==> src/rtl/sme_pkg.sv <==
// Shared types and constants for the multi-length string-matching engine.
package sme_pkg;

    typedef enum logic [2:0] {
        IDLE,
        LOAD_STR,
        LOAD_PAT,
        SEARCH,
        DONE
    } sme_state_t;

    localparam logic [7:0] WILD_DEF    = 8'h2E;  // '.'
    localparam logic [7:0] SPACE_DEF   = 8'h20;  // ' '
    localparam logic [7:0] CARET_CODE  = 8'h5E;  // '^'
    localparam logic [7:0] DOLLAR_CODE = 8'h24;  // '$'

    // Bits needed to index an array of the given depth (at least 1).
    function automatic int idx_width(input int depth);
        return (depth > 1) ? $clog2(depth) : 1;
    endfunction

    // Bits needed to hold a count from 0 up to and including depth.
    function automatic int cnt_width(input int depth);
        return $clog2(depth + 1);
    endfunction

endpackage

==> src/rtl/sme_cmp_row.sv <==
// One candidate position: compares every stored pattern character against
// the string window starting at pos, plus the word-boundary anchor checks.
module sme_cmp_row
    import sme_pkg::*;
#(
    parameter int                STR_MAX = 32,
    parameter int                PAT_MAX = 8,
    parameter int                CHAR_W  = 8,
    parameter logic [CHAR_W-1:0] WILD    = CHAR_W'(WILD_DEF),
    parameter logic [CHAR_W-1:0] SPACE   = CHAR_W'(SPACE_DEF),
    parameter int                IDX_W   = idx_width(STR_MAX),
    parameter int                CNT_W   = cnt_width(STR_MAX),
    parameter int                PLW     = cnt_width(PAT_MAX)
) (
    input  logic [CHAR_W-1:0] str [STR_MAX],
    input  logic [CNT_W-1:0]  str_len,
    input  logic [CHAR_W-1:0] pat [PAT_MAX],
    input  logic [PLW-1:0]    pat_len,
    input  logic              anchor_start,
    input  logic              anchor_end,
    input  logic [IDX_W-1:0]  pos,
    output logic              hit
);

    logic chars_ok;
    logic start_ok;
    logic end_ok;
    int   pos_i;
    int   end_i;

    // Parallel character compare and anchor evaluation for this position.
    always_comb begin
        pos_i    = int'(pos);
        end_i    = int'(pos) + int'(pat_len);
        chars_ok = 1'b1;
        for (int i = 0; i < PAT_MAX; i++) begin
            if (i < int'(pat_len)) begin
                if (pos_i + i >= STR_MAX) begin
                    chars_ok = 1'b0;
                end else if (pat[i] != WILD && pat[i] != str[IDX_W'(pos_i + i)]) begin
                    chars_ok = 1'b0;
                end
            end
        end

        start_ok = 1'b1;
        if (anchor_start && pos_i != 0) begin
            start_ok = (str[IDX_W'(pos_i - 1)] == SPACE);
        end

        end_ok = 1'b1;
        if (anchor_end && end_i != int'(str_len)) begin
            if (end_i < STR_MAX && end_i < int'(str_len)) begin
                end_ok = (str[IDX_W'(end_i)] == SPACE);
            end else begin
                end_ok = 1'b0;
            end
        end

        hit = chars_ok & start_ok & end_ok;
    end

endmodule

==> src/rtl/sme_multi.sv <==
// String-matching engine: buffers a string and a pattern, then scans one
// start position per cycle, reporting first match index and match count.
//
// state    | meaning
// ---------+-----------------------------------------------------------
// IDLE     | waiting for a string or pattern run
// LOAD_STR | string run in progress
// LOAD_PAT | pattern run in progress; search is launched when it ends
// SEARCH   | evaluating one candidate position per cycle
// DONE     | result strobe cycle; new input is already accepted here
module sme_multi
    import sme_pkg::*;
#(
    parameter int                STR_MAX = 32,
    parameter int                PAT_MAX = 8,
    parameter int                CHAR_W  = 8,
    parameter logic [CHAR_W-1:0] WILD    = CHAR_W'(WILD_DEF),
    parameter logic [CHAR_W-1:0] SPACE   = CHAR_W'(SPACE_DEF),
    parameter int                IDX_W   = idx_width(STR_MAX),
    parameter int                CNT_W   = cnt_width(STR_MAX)
) (
    input  logic              clk,
    input  logic              rst,
    input  logic              isstring,
    input  logic              ispattern,
    input  logic [CHAR_W-1:0] chardata,
    output logic              out_valid,
    output logic              match,
    output logic [IDX_W-1:0]  match_index,
    output logic [CNT_W-1:0]  match_count
);

    localparam int                PLW     = cnt_width(PAT_MAX);
    localparam int                PIW     = idx_width(PAT_MAX);
    localparam logic [CHAR_W-1:0] CARET   = CHAR_W'(CARET_CODE);
    localparam logic [CHAR_W-1:0] DOLLAR  = CHAR_W'(DOLLAR_CODE);
    localparam logic [CNT_W-1:0]  CNT_ONE = CNT_W'(1);
    localparam logic [PLW-1:0]    PL_ONE  = PLW'(1);
    localparam logic [IDX_W-1:0]  IDX_ONE = IDX_W'(1);

    sme_state_t        state;
    sme_state_t        state_next;
    logic [CHAR_W-1:0] str_mem [STR_MAX];
    logic [CHAR_W-1:0] pat_mem [PAT_MAX];
    logic [CNT_W-1:0]  str_len;
    logic [PLW-1:0]    pat_len;
    logic [PLW-1:0]    pat_len_eff;
    logic              anchor_start;
    logic              anchor_end;
    logic              last_dollar;
    logic              last_dollar_stored;
    logic [IDX_W-1:0]  pos;
    logic [CNT_W-1:0]  remaining;
    logic [CNT_W-1:0]  n_pos;
    logic [CNT_W-1:0]  hit_count;
    logic              hit_found;
    logic [IDX_W-1:0]  hit_index;
    logic              row_hit;
    logic              pat_empty;
    logic              scan_none;
    logic              scan_last;

    assign out_valid = (state == DONE);

    sme_cmp_row #(
        .STR_MAX (STR_MAX),
        .PAT_MAX (PAT_MAX),
        .CHAR_W  (CHAR_W),
        .WILD    (WILD),
        .SPACE   (SPACE),
        .IDX_W   (IDX_W),
        .CNT_W   (CNT_W),
        .PLW     (PLW)
    ) u_cmp_row (
        .str          (str_mem),
        .str_len      (str_len),
        .pat          (pat_mem),
        .pat_len      (pat_len),
        .anchor_start (anchor_start),
        .anchor_end   (anchor_end),
        .pos          (pos),
        .hit          (row_hit)
    );

    // A trailing '$' is stored provisionally; it is only known to be the
    // end anchor once the run ends, so the effective length drops it here.
    always_comb begin
        pat_len_eff = pat_len - {{(PLW-1){1'b0}}, last_dollar_stored};
        if (int'(pat_len_eff) > int'(str_len)) begin
            n_pos = '0;
        end else begin
            n_pos = CNT_W'(int'(str_len) - int'(pat_len_eff) + 1);
        end
        pat_empty = (pat_len_eff == '0);
        scan_none = (n_pos == '0);
        scan_last = (remaining == CNT_ONE);
    end

    // Next-state decode; isstring outranks ispattern, and any load aborts.
    always_comb begin
        state_next = state;
        if (isstring) begin
            state_next = LOAD_STR;
        end else if (ispattern) begin
            state_next = LOAD_PAT;
        end else begin
            case (state)
                LOAD_STR: state_next = IDLE;
                LOAD_PAT: state_next = (pat_empty || scan_none) ? DONE : SEARCH;
                SEARCH:   state_next = scan_last ? DONE : SEARCH;
                DONE:     state_next = IDLE;
                default:  state_next = IDLE;
            endcase
        end
    end

    // State register.
    always_ff @(posedge clk or posedge rst) begin
        if (rst) begin
            state <= IDLE;
        end else begin
            state <= state_next;
        end
    end

    // Buffers, scan counters and result registers.
    always_ff @(posedge clk or posedge rst) begin
        if (rst) begin
            for (int i = 0; i < STR_MAX; i++) str_mem[i] <= '0;
            for (int i = 0; i < PAT_MAX; i++) pat_mem[i] <= '0;
            str_len            <= '0;
            pat_len            <= '0;
            anchor_start       <= 1'b0;
            anchor_end         <= 1'b0;
            last_dollar        <= 1'b0;
            last_dollar_stored <= 1'b0;
            pos                <= '0;
            remaining          <= '0;
            hit_count          <= '0;
            hit_found          <= 1'b0;
            hit_index          <= '0;
            match              <= 1'b0;
            match_index        <= '0;
            match_count        <= '0;
        end else if (isstring) begin
            if (state != LOAD_STR) begin
                str_mem[0] <= chardata;
                str_len    <= CNT_ONE;
            end else if (int'(str_len) < STR_MAX) begin
                str_mem[str_len[IDX_W-1:0]] <= chardata;
                str_len                     <= str_len + CNT_ONE;
            end
        end else if (ispattern) begin
            if (state != LOAD_PAT) begin
                anchor_start <= (chardata == CARET);
                anchor_end   <= 1'b0;
                if (chardata == CARET) begin
                    pat_len            <= '0;
                    last_dollar        <= 1'b0;
                    last_dollar_stored <= 1'b0;
                end else begin
                    pat_mem[0]         <= chardata;
                    pat_len            <= PL_ONE;
                    last_dollar        <= (chardata == DOLLAR);
                    last_dollar_stored <= (chardata == DOLLAR);
                end
            end else begin
                last_dollar <= (chardata == DOLLAR);
                if (int'(pat_len) < PAT_MAX) begin
                    pat_mem[pat_len[PIW-1:0]] <= chardata;
                    pat_len                   <= pat_len + PL_ONE;
                    last_dollar_stored        <= (chardata == DOLLAR);
                end else begin
                    last_dollar_stored <= 1'b0;
                end
            end
        end else if (state == LOAD_PAT) begin
            pat_len            <= pat_len_eff;
            anchor_end         <= last_dollar;
            last_dollar        <= 1'b0;
            last_dollar_stored <= 1'b0;
            pos                <= '0;
            remaining          <= n_pos;
            hit_count          <= '0;
            hit_found          <= 1'b0;
            hit_index          <= '0;
            if (pat_empty) begin
                match       <= 1'b1;
                match_index <= '0;
                match_count <= CNT_ONE;
            end else if (scan_none) begin
                match       <= 1'b0;
                match_index <= '0;
                match_count <= '0;
            end
        end else if (state == SEARCH) begin
            pos       <= pos + IDX_ONE;
            remaining <= remaining - CNT_ONE;
            if (row_hit) begin
                hit_count <= hit_count + CNT_ONE;
                if (!hit_found) begin
                    hit_found <= 1'b1;
                    hit_index <= pos;
                end
            end
            if (scan_last) begin
                match       <= hit_found | row_hit;
                match_index <= hit_found ? hit_index : (row_hit ? pos : '0);
                match_count <= hit_count + (row_hit ? CNT_ONE : '0);
            end
        end
    end

endmodule

==> config.mk <==
export PLATFORM = sky130hd
export DESIGN_NAME = sme_multi
export DESIGN_NICKNAME = d
export VERILOG_FILES = /design/src/rtl/sme_pkg.sv /design/src/rtl/sme_cmp_row.sv /design/src/rtl/sme_multi.sv
export SDC_FILE = /design/constraint.sdc
export NUM_CORES = 1
export LEC_CHECK = 0
export ABC_AREA = 0
export CAP_MARGIN = 0
export CORE_ASPECT_RATIO = 1.1
export CORE_MARGIN = 5
export CORE_UTILIZATION = 40
export CTS_BUF_LIST = sky130_fd_sc_hd__clkbuf_4 sky130_fd_sc_hd__clkbuf_8
export DETAILED_ROUTE_END_ITERATION = 12
export PLACE_DENSITY_LB_ADDON = 0.2
export SYNTH_ARGS = -nofsm -noshare
export SYNTH_HDL_FRONTEND = slang
export SYNTH_SLANG_ARGS = --single-unit
==> constraint.sdc <==
create_clock -name clk -period 12.5 [get_ports clk]
set_input_delay 2.5 -clock clk [delete_from_list [all_inputs] [get_ports clk]]
set_output_delay 2.5 -clock clk [all_outputs]
set_load 0.03 [all_outputs]
## After elaboration in Yosys (flattened, before gate mapping)

Index checks and enable logic that the tools add are counted.

| word-level totals | value |
|---|---|
| latch bits | 0 |
| output and inout bits | 13 |
| input bits | 12 |
| memory bits (read-only) | 0 |
| memory bits (writable) | 0 |
| word-level logic and storage cells | 317 |
| bits in registers | 372 |
| memories | 0 |

| operators by class | value |
|---|---|
| add/sub/neg operators | 18 |
| bitwise operators | 19 |
| order comparisons | 35 |
| equality and inequality tests | 32 |
| multiply operators | 0 |
| reductions and logical operators | 35 |
| shifts and indexed selects | 0 |
| div/mod/pow operators | 0 |
| muxes and demuxes | 123 |

Operators with widths:

| operator | count |
|---|---|
| $bmux W8 S5 | 10 |
| $bwmux W256 | 1 |
| $mux W256 | 1 |
| $ge A32 B7 Y1 const B | 7 |
| $mux W8 | 25 |
| $mux W6 | 13 |
| $ge A5 B6 Y1 const B | 11 |
| $mux W5 | 13 |
| $bwmux W64 | 1 |
| $mux W64 | 1 |
| $ne A8 B6 Y1 const B | 8 |
| $ne A8 B8 Y1 | 8 |
| $not A5 Y5 | 10 |
| $mux W1 | 47 |
| $demux W8 S5 | 1 |
| $lt A32 B7 Y1 | 1 |
| $lt A32 B7 Y1 const B | 1 |
| $ne A32 B7 Y1 | 1 |
| $add A5 B3 Y6 const B | 4 |
| $demux W8 S3 | 1 |
| $eq A8 B6 Y1 const B | 3 |
| $lt A3 B4 Y1 const A | 4 |
| $mux W4 | 4 |
| $reduce_and A3 Y1 | 5 |
| other kinds (46) | 81 |

## Logic depth before layout (Yosys ltp)

| depth | value |
|---|---|
| depth after elaboration | 37 |
| depth in mapped cells | 29 |
| depth with buffers taken out | 19 |

## By module

A second synthesis with hierarchy kept.

| second synthesis, totals | value |
|---|---|
| cell total of the unflattened synthesis | 2491 |
| area, all modules | 29971.2 µm² |

By module, submodules not included:

| module | instances | cells each | area each (µm²) | seq. area each (µm²) |
|---|---|---|---|---|
| sme_multi | 1 | 1110 | 15554.9 | 9308.9 |
| sme_cmp_row | 1 | 1381 | 14416.3 | 0.0 |

## Worst setup path before layout

Ideal clock, no wire load.

| path | value |
|---|---|
| path kind | flip-flop to flip-flop |
| start | reg pos[2] |
| end | reg match_count[4] |
| cell stages (with the launch flop) | 25 |
| required time | 12.404 ns |
| clock period less this slack | 5.779 ns |
| arrival time | 5.683 ns |
| library setup time | 0.096 ns |
| setup slack | 6.721 ns |
| path buffers | 8 |
| cell sequence | dfrtp_1 -> buf_2 -> buf_1 -> inv_1 -> buf_2 -> clkbuf_1 -> ha_1 -> buf_2 -> buf_1 -> mux4_2 -> mux4_2 -> mux2i_1 -> xor2_1 -> o211ai_1 -> a2111oi_0 -> o32a_1 -> nand4b_1 -> nor3_4 -> buf_6 -> buf_8 -> ha_1 -> ha_1 -> nand3_1 -> xor2_1 -> o31ai_1 |

| between the ends | value |
|---|---|
| word-level cells in the longest chain between the ends | 37 |
| elaborated cells between the ends (all ways) | 116 |
| classes of those cells | add/sub (10); order compare (10); eq/ne (11); mux (61); bitwise (12); reduce/logical (12) |

RTL lines:

| element | RTL line | RTL |
|---|---|---|
| from (decl) | sme_multi.sv:52 | `logic [IDX_W-1:0] pos;` |
| from (signal assigned) | sme_multi.sv:197 | `pos <= pos + IDX_ONE;` |
| branches (longest 31 deep; another with $add A5 B1 Y6) | n/a |  |
| $and A1 B1 Y1 (*) | sme_cmp_row.sv:60 | `hit = chars_ok & start_ok & end_ok;` |
| $mux W1 (*) | sme_multi.sv:209 | `match_count <= hit_count + (row_hit ? CNT_ONE : '0);` |
| $add A6 B1 Y6 (*) | sme_multi.sv:209 |  |
| $mux W6 (*) | sme_multi.sv:206 | `if (scan_last) begin` |
| $mux W6 (*) | sme_multi.sv:196 | `end else if (state == SEARCH) begin` |
| $mux W6 (*) | sme_multi.sv:177 | `end else if (state == LOAD_PAT) begin` |
| to (signal assigned) | sme_multi.sv:209 |  |
| to (decl) | sme_multi.sv:30 | `output logic [CNT_W-1:0] match_count` |

Every way passes the cells marked *. The select of a mux whose other input is x is not followed.
A chain may end at the register's enable or synchronous reset.

## Worst setup path after layout

| path | value |
|---|---|
| start | reg pos[1] |
| end | reg match_count[4] |

Same word-level chain as after synthesis.

==> impl_metrics.py <==
metrics = {
    "drt": {
        "ant_nets": 0,
        "wirelength_um": 168000,
        "drc": 0,
        "drt_iter0_markers": 4228,
        "dr_total_vias": 28100,
        "wl_per_cell_um": 44.1,
        "viasPerCell": 7.41,
        "drt_first_pass_iters": 6,
    },
    "power_and_ir_drop": {
        "intPower_uw": 3500,
        "p_leak_uw": 0.0140,
        "clkPwrFrac_pct": 17.2,
        "p_sw_uw": 3480,
        "swShare_pct": 49.9,
        "power-per-cell-area_nw_per_um2": 201,
        "max-vdd-ir-drop_v": 0.000176,
        "p_seq_share_pct": 25.3,
        "pwr-share-comb_pct": 57.5,
    },
    "timing": {
        "worst_pin_slew_ns": 1.38,
        "rsz0062_at_grt": "no",
        "hold_violations": 0,
        "timing.setup.tns_ns": 0,
        "layout_min_cycle_time_ns": 8.41,
        "finClkSkew_ns": 0.0440,
        "fmax_ghz": 0.119,
        "finalSetupViolations": 0,
        "slew_headroom_pct": 7.26,
        "min_period_over_period_pct": 67.3,
        "holdWs_ns": 0.460,
        "finalMaxSlewViolations": 0,
    },
    "setup_path": {
        "end_kind": "register",
        "regToRegSetupSlack_ns": 4.09,
        "reg2regPathDepth": 17,
        "arrival_ns": 9.00,
        "cp_slowest_cell": "dfrtp_4",
        "worstPathRequired_ns": 13.09,
        "reg2reg_to": "match_count[4]",
        "cp_cell_sequence": "clkinv_1 > ha_4 > buf_4 > mux4_2 > mux2i_1 > nor3_1 > nor3_1 > a21oi_1 > or4_1 > o31ai_1 > a41oi_1 > nor3_4 > ha_1 > ha_1 > nand3_1 > xor2_1 > o31ai_1",
        "path_max_fanout": 54,
        "crit_buf_inv": 2,
        "cpPeakStageDelay_ns": 1.00,
        "critPathKind": "reg2reg",
        "cp-start-kind": "register",
        "r2r_start": "pos[1]",
        "crit_family": "simple AND/OR/NAND/NOR gates",
    },
    "run": {
        "maxCapViolCount": 0,
    },
    "placement": {
        "hpwl_um": 124000,
        "portBuffers": 24,
        "gp_congestion": 1.07,
    },
    "yosys": {
        "syn_avg_cell_area_sq_um": 11.7,
        "yosysTopAreaCellShare_pct": 29.0,
        "async_flop_share_pct": 100,
        "synth_cells": 2744,
        "synthesis.area_sq_um": 32100,
        "ys_types": 78,
        "ys.warnings.count": 0,
        "yosysTopAreaCell": "dfrtp_1",
        "syn-num-nets": 2807,
        "ys_ff_latch": 372,
        "synth-edff-count": 0,
        "ys_seq_area_share_pct": 29.0,
        "synth_area_leaders": "dfrtp_1, mux4_2, mux2_2, mux2i_1, nand2_1",
        "yosys_most_used_dff": "dfrtp_1",
    },
    "cells_and_area": {
        "num-fill-cells": 7433,
        "syn_to_final_growth_pct": 8.19,
        "drive_gt1_share_pct": 35.3,
        "regArea_sq_um": 9320,
        "nNetsFinal": 2756,
        "multi_input_area_sq_um": 21700,
        "utilization_pct": 43.4,
    },
    "floorplan": {
        "dieArea_sq_um": 86100,
        "row_count": 109,
        "die-height_um": 307,
        "core-area_sq_um": 80100,
        "io_pins": 25,
        "start_util_pct": 40.1,
        "die_w_um": 280,
    },
    "cts": {
        "post-cts-setup-buffers": 0,
        "root_buffer": "clkbuf_8",
        "htreeDepth": 3,
        "clk_pin_slew_ns": 0.06,
        "numCtsBuffers": 69,
        "clock_latency_ns": 0.70,
        "clockBufferDepth": 3,
        "cts.repair.resized": 0,
        "cts_hold_buf": 0,
        "tritoncts": "built",
        "cts_sinks": 372,
    },
    "hold_path": {
        "whs_path_depth": 2,
        "hold_class": "reg2reg",
        "worstHoldEndpoint": "match",
        "hold_start": "match",
    },
    "grt": {
        "overflow": 0,
        "grt_first_pass_wirelength_um": 231000,
        "grtUsageTotal_pct": 38.2,
        "antenna_found_initial": 19,
        "grt_max_degree": 150,
        "grt_pass1_vias": 26900,
    },
    "status": {
        "status": "finished, final reports clean",
    },
}
registers in the layout, summed over array words and instances (netlist names), 6 cells and up:
name	flops
remaining	6
pat_mem	64
str_mem	256
str_len	6
hit_count	6
match_count	6
cell usage after synthesis (all sizes together) (9+ instances only):
cell type / n
nor3: 60
mux2: 337
mux2i: 164
and2: 9
nand2: 267
clkbuf: 87
a31oi: 19
o31ai: 11
a22oi: 38
xor2: 38
dfrtp: 372
mux4: 375
a211oi: 16
o21ai: 81
a21oi: 100
a22o: 22
nand3: 77
nor2: 96
nand4: 34
inv: 37
buf: 138
xnor2: 57
ha: 49
and3: 11
nand3b: 9
nor4b: 29
a32oi: 26
nor4: 37
o22ai: 10
o211ai: 9
kinds of logic (layout without fill, tap and decap cells):
kind of cell / count (synthesis) / count (layout) / share of synthesized area [%]
AND/OR/NAND/NOR: 680 / 680 / 10.5
other: 0 / 12 / 0
flip-flops: 372 / 372 / 29.0
AO/OA/AOI/OAI: 404 / 404 / 8.46
buffers and inverters: 266 / 253 / 4.09
multiplexers: 876 / 876 / 43.2
XOR/XNOR: 95 / 95 / 2.66
adder cells (fa/ha/maj): 51 / 51 / 2.03
how the worst max path moves through the flow:
stage | startpoint | endpoint | slack (ns) | cells after the start
global route | pos[1] | match_count[4] | 3.78 | 17
floorplan | rst | anchor_end | 5.01 | 1
detailed placement | pos[1] | match_count[4] | 4.23 | 17
finish | pos[1] | match_count[4] | 4.09 | 17
global placement | pos[1] | match_count[4] | 4.33 | 18
CTS | pos[1] | match_count[4] | 4.23 | 17
worst register-to-register path: cells and delay by family (launching register included):
kind / cells / cell delay (ns)
AOI/OAI and AO/OA: 4 / 0.94
xor gates and xnor gates: 1 / 0.16
adders and majority gates: 3 / 1.57
buffers and inverters: 2 / 1.50
DFF: 1 / 1.00
muxes: 2 / 1.34
and+or+nand+nor: 5 / 1.81
power groups by stage:
stage          registers [uW]  logic (uW)  clock network, uW
2_1_floorplan            1530        2600                  0
3_3_place_gp             1750        3880                  0
3_5_place_dp             1760        3890                  0
4_1_cts                  1740        3910               1230
5_1_grt                  1760        4120               1280
6_report                 1770        4010               1200
placed cells by master, fill, tap and decap left out, types with 56 or more instances in the layout:
cell type  count
mux2_2       337
clkbuf_8      83
mux4_2       375
nand2_1      267
a21oi_1       94
o21ai_0       78
nand3_1       77
mux2i_1      162
dfrtp_1      368
buf_4         74
nor3_1        56
nor2_1        93
metrics by stage:
| stage | instances | power, uW | area, sq um | setup slack [ns] |
|---|---|---|---|---|
| floorplan | 2744 | 4120 | 32100 | 5.01 |
| global placement | 3676 | 5630 | 33400 | 4.33 |
| detailed placement | 3676 | 5650 | 33400 | 4.23 |
| CTS | 3785 | 6870 | 34700 | 4.23 |
| global route | 3787 | 7160 | 34700 | 3.78 |
| finish | 3797 | 6980 | 34700 | 4.09 |
cell type report:
cell class	count	area share, %
multi-input cells	2106	62.5
clock buffers	97	3.59
flip-flops and latches	372	26.8
inverters	41	0.454
clock inverters	12	0.295
well taps	1054	3.80
diodes	12	0.0864
repair buffers	103	2.46
layer usage:
layer	track usage [%]	part of all wire, %	routed length (um)
met3	11.2	11	18700
met1	48.9	37	61700
met5	0	0.039	66
met4	22.2	7.9	13200
met2	58.0	44	73800
Note: power is estimated with default switching activity, not from simulation.
